`src/rtl/hit_conditioner.sv`:
```
// Drum-pad input conditioning: synchronize and debounce the contacts, strobe
// accepted hits, hold per-channel flash levels for N frames, and keep session stats.
module hit_conditioner #(
  parameter int unsigned DEBOUNCE_CYCLES = 251000,
  parameter int unsigned HOLD_FRAMES     = 8
) (
  input  logic        clk,
  input  logic        rst_n,
  input  logic        vsync,
  input  logic [2:0]  hit_raw,
  input  logic        timer_btn_raw,
  output logic [2:0]  hit_pulse,
  output logic [2:0]  hit_active,
  output logic        timer_run,
  output logic [23:0] hit_count,
  output logic [15:0] session_frames
);

  localparam int unsigned NCH       = 4;  // hat, cymbal, tom, timer button
  localparam int unsigned NHIT      = 3;
  localparam logic [17:0] DB_LAST   = 18'(DEBOUNCE_CYCLES - 1);
  localparam logic [7:0]  HOLD_LOAD = 8'(HOLD_FRAMES);

  logic [NCH-1:0]        raw_in;
  logic [NCH-1:0]        sync1_q, sync2_q;
  logic [NCH-1:0]        stable_q, stable_d, stable_dly_q;
  logic [NCH-1:0][17:0]  db_cnt_q, db_cnt_d;
  logic [NCH-1:0]        rise;
  logic                  vs_s1_q, vs_s2_q, vs_prev_q;
  logic                  frame_tick_q, frame_tick_d;
  logic [NHIT-1:0]       hit_pulse_q, hit_pulse_d;
  logic [NHIT-1:0][7:0]  hold_q, hold_d;
  logic [NHIT-1:0]       hit_active_q, hit_active_d;
  logic                  timer_run_q, timer_run_d;
  logic                  timer_toggle;
  logic [23:0]           hit_count_q, hit_count_d;
  logic [15:0]           session_frames_q, session_frames_d;

  assign raw_in       = {timer_btn_raw, hit_raw};
  // Rising edge of the debounced level, seen one edge after stable changes.
  assign rise         = stable_q & ~stable_dly_q;
  assign timer_toggle = rise[3];

  // Debounce: count consecutive cycles where the synchronized level disagrees
  // with the accepted one; any agreement restarts the count.
  always_comb begin
    // NOTE: every combinational output gets a default first so no path leaves it unassigned (no latches).
    stable_d = stable_q;
    db_cnt_d = '0;
    for (int i = 0; i < NCH; i++) begin
      if (sync2_q[i] != stable_q[i]) begin
        if (db_cnt_q[i] == DB_LAST) stable_d[i] = sync2_q[i];
        else                        db_cnt_d[i] = db_cnt_q[i] + 18'd1;
      end
    end
  end

  always_comb begin
    hit_pulse_d  = rise[NHIT-1:0];
    frame_tick_d = vs_prev_q & ~vs_s2_q;
    hold_d       = hold_q;
    hit_active_d = '0;
    for (int c = 0; c < NHIT; c++) begin
      if (hit_pulse_q[c])                          hold_d[c] = HOLD_LOAD;
      else if (frame_tick_q && hold_q[c] != 8'd0)  hold_d[c] = hold_q[c] - 8'd1;
      hit_active_d[c] = (hold_d[c] != 8'd0);
    end
  end

  // Session statistics: a start clears everything; a stop simply stops counting,
  // so a pulse coinciding with either toggle is never counted.
  always_comb begin
    timer_run_d      = timer_run_q ^ timer_toggle;
    hit_count_d      = hit_count_q;
    session_frames_d = session_frames_q;
    if (timer_toggle && !timer_run_q) begin
      hit_count_d      = '0;
      session_frames_d = '0;
    end else if (timer_run_q && !timer_toggle) begin
      for (int c = 0; c < NHIT; c++) begin
        if (hit_pulse_q[c] && hit_count_q[c*8 +: 8] != 8'hFF)
          hit_count_d[c*8 +: 8] = hit_count_q[c*8 +: 8] + 8'd1;
      end
      if (frame_tick_q && session_frames_q != 16'hFFFF)
        session_frames_d = session_frames_q + 16'd1;
    end
  end

  always_ff @(posedge clk or negedge rst_n) begin
    if (!rst_n) begin
      sync1_q          <= '0;
      sync2_q          <= '0;
      stable_q         <= '0;
      stable_dly_q     <= '0;
      db_cnt_q         <= '0;
      vs_s1_q          <= 1'b0;
      vs_s2_q          <= 1'b0;
      vs_prev_q        <= 1'b0;
      frame_tick_q     <= 1'b0;
      hit_pulse_q      <= '0;
      hold_q           <= '0;
      hit_active_q     <= '0;
      timer_run_q      <= 1'b0;
      hit_count_q      <= '0;
      session_frames_q <= '0;
    end else begin
      // NOTE: non-blocking assignments so every flop samples pre-edge values; chains like sync1->sync2 depend on it.
      sync1_q          <= raw_in;
      sync2_q          <= sync1_q;
      stable_q         <= stable_d;
      stable_dly_q     <= stable_q;
      db_cnt_q         <= db_cnt_d;
      vs_s1_q          <= vsync;
      vs_s2_q          <= vs_s1_q;
      vs_prev_q        <= vs_s2_q;
      frame_tick_q     <= frame_tick_d;
      hit_pulse_q      <= hit_pulse_d;
      hold_q           <= hold_d;
      hit_active_q     <= hit_active_d;
      timer_run_q      <= timer_run_d;
      hit_count_q      <= hit_count_d;
      session_frames_q <= session_frames_d;
    end
  end

  assign hit_pulse      = hit_pulse_q;
  assign hit_active     = hit_active_q;
  assign timer_run      = timer_run_q;
  assign hit_count      = hit_count_q;
  assign session_frames = session_frames_q;

endmodule
```
`config.mk`:
```
export PLATFORM = sky130hd
export DESIGN_NAME = hit_conditioner
export DESIGN_NICKNAME = d
export VERILOG_FILES = /design/src/rtl/hit_conditioner.sv
export SDC_FILE = /design/constraint.sdc
export NUM_CORES = 1
export LEC_CHECK = 0
export BUFFER_PORTS_ARGS = -buffer_cell sky130_fd_sc_hd__buf_2
export CAP_MARGIN = 20
export CORE_MARGIN = 2
export CORE_UTILIZATION = 55
export DETAILED_ROUTE_END_ITERATION = 7
export GPL_TIMING_DRIVEN = 0
export PLACE_DENSITY = 0.81
export REMOVE_ABC_BUFFERS = 1
export SLEW_MARGIN = 20
export SYNTH_ARGS = -nofsm -noshare
export SYNTH_HDL_FRONTEND = slang
export SYNTH_SLANG_ARGS = --single-unit
```
`constraint.sdc`:
```
create_clock -name clk -period 2.4 [get_ports clk]
set_clock_uncertainty 0.2 [all_clocks]
set_input_delay 0.24 -clock clk [delete_from_list [all_inputs] [get_ports clk]]
set_output_delay 0.24 -clock clk [all_outputs]
set_load 0.1 [all_outputs]
```
==> reports/metrics.cfg <==
[pwr]
power.total_uw=5530
ir_worst_vdd_v=0.000499
p_leak_uw=0.00426
p_per_area_mw_per_mm2=589

[sta]
tightest_slew_ns=0.762
hold_viol=0
relSlewSlack=0.489
fmax_mhz=426
period_share=0.979
layout_min_cycle_time_ns=2.35
final_max_slew_viol_count=0
setup_viol=0

[finish]
num-nets-final=921
layout_common_cells=dfrtp_1 (161), nor2_1 (151), nand2_1 (60)
syn_to_final_growth_pct=16.8
fin_area_mm2=0.00939
final_common_cell=dfrtp_1
antenna_cells=0
drive_above_1_share=0.168

[floorplanning]
core_mm2=0.0144
dieWidth_um=125
placementRows=44
die_h_um=125
initial_core_util=0.558
num_io_pins=54
dieArea_mm2=0.0156

[outcome]
status=finished clean

[clock_tree]
cts-buffers-inserted=17
clk_latency_ns=0.43
clock_sinks=163
clockBufferDepth=2
cts_tree=yes
cts_max_level=4
cts-root-buf=clkbuf_16
clk_pin_slew_ns=0.06

[detailed_routing]
drtPass1Iterations=5
vias_per_cell=5.71
ant_nets=0
drt_wl_total_um=16900
num_vias=6254
drc=0
wl_per_cell_um=15.4
first_iter_violations=575

[grt]
met2_usage=0.345
gr-total-overflow=0
antenna_found_initial=0
grtUsageTotal=0.221
use_met1=0.300
met3_usage=0.0524
grt_busiest_layer=met2
grt_pass1_vias=5948
grt_max_degree=86
grt_pass1_wl_um=28200

[setup_path]
startpoint=hold_q[8]
crit_type=reg2reg
reg2reg_to=hit_active[1]
cp.required_ns=2.50
cp_max_fo=4
rr_worst_depth=7
reg2reg_slack_ns=0.05
r2r-start=hold_q[8]
end_kind=flip-flop
start_kind=flip-flop
arrival_ns=2.45

[logic_synthesis]
synth_async_sr_flop_share=1.00
avgSynthCellArea_um2=9.75
yosys.area.top_type=dfrtp_1
ys_ff_latch=163
syn_inst=825
yosysSeqAreaShare=0.507
netlist.area_leader.share=0.507
ys_warn_count=0
syn-cell-area_mm2=0.00804
ys_types=63
synth.area.top_cells=dfrtp_1 (51%), nor2_1 (7.0%), xor2_1 (5.9%), xnor2_1 (4.0%), nand3_1 (2.9%)
synth_ff_type=dfrtp_1
synth_edf_count=0

[placement]
dp_hpwl_um=9990
portBuffers=53
place_area_mm2=0.00848
place_congestion=0.809

[hold_path]
hp-class=reg2reg
holdPathEnd=sync2_q[1]
hold_start=sync1_q[1]
timing.hold.worst_path_depth=0

[job]
maxCapViolations=0

[stage by stage]
stage / std cells / hold slack [ns] / utilization / TNS [ns] / worst slack [ns]
5_1_grt: 1096 / 0.154 / 0.651 / -0.233 / -0.0274
4_1_cts: 1086 / 0.149 / 0.642 / 0 / 0.0202
3_5_place_dp: 1038 / 0.0951 / 0.588 / -8.47 / -0.577
3_3_place_gp: 1037 / 0.131 / 0.584 / -280.46 / -1.61
6_report: 1096 / 0.148 / 0.651 / 0 / 0.0501
2_1_floorplan: 800 / -0.256 / - / -21.29 / -0.937
[worst max-delay path, cell delays in order (launching register included)]
cell and delay (ns):
dfrtp_1 0.40, inv_1 0.14, ha_2 0.23, or3b_2 0.52, o21ai_4 0.22, mux2i_1 0.14, nor4b_2 0.25, nand4bb_1 0.13
[layer usage]
layer	up-vias	wire length (µm)
met5	-	0
met4	0	365
met3	35	818
met2	151	8000
met1	3045	7700
li1	3023	-
[worst max-delay path by stage]
stage	to	slack, ns
finish	hit_active[1]	0.05
global placement	hit_active[1]	-1.61
global route	db_cnt_q[70]	-0.03
floorplan	session_frames[12]	-0.94
CTS	hit_active[1]	0.02
detailed placement	hit_count[11]	-0.58
[kinds of logic after synthesis]
kind of cell | after synthesis | synth area share
simple gates | 405 | 0.250
flops | 163 | 0.507
xor+xnor | 91 | 0.0991
compound gates | 84 | 0.0697
buf+inv | 47 | 0.0246
mux | 20 | 0.0260
fa+ha+maj | 15 | 0.0233
[synthesized netlist by cell type (6+ instances only)]
cell / n
nor2_1: 151
nand3_1: 47
nor2b_1: 8
nor3_1: 20
o21ai_0: 24
buf_2: 6
nor4_1: 14
a21oi_1: 18
xnor2_1: 37
ha_1: 15
xor2_1: 54
mux2i_1: 13
nand2b_1: 7
clkbuf_1: 12
and3_1: 16
nor3b_1: 8
mux2_2: 7
nand2_1: 61
dfrtp_1: 163
inv_1: 22
nand4_1: 29
or2_2: 6
[timing repair]
item / CTS / global route
pin swaps: 4 / 4
endpoints found under the hold margin: 89 / 0
gates resized for setup: 13 / 14
endpoints found under the setup margin: 35 / 47
hold buffers: 6 / 0
buffers inserted: 10 / 10
[layout make-up]
cell class | instances | area (µm²)
Clock buffer | 19 | 453
Clock inverter | 13 | 111
Fill cell | 1097 | 5030
Inverter | 22 | 86.3
Multi-Input combinational cell | 615 | 3900
Sequential cell | 163 | 4080
Tap cell | 184 | 230
Timing Repair Buffer | 80 | 531
[registers in the layout, indices dropped and copies added, names as in the netlist, 3 cells and up]
| signal | cells |
|---|---|
| hold_q | 24 |
| hit_active | 3 |
| sync1_q | 4 |
| sync2_q | 4 |
| hit_count | 24 |
| db_cnt_q | 72 |
| stable_q | 4 |
| stable_dly_q | 4 |
| session_frames | 16 |
| hit_pulse | 3 |
[power breakdown]
part           switching (µW)  total, µW  internal (µW)  leakage, µW
Clock                    1110       2580           1470     0.000259
Sequential               21.1       2800           2780      0.00224
Combinational             104        155           50.2      0.00176
Power figures use the tool's default switching activity.
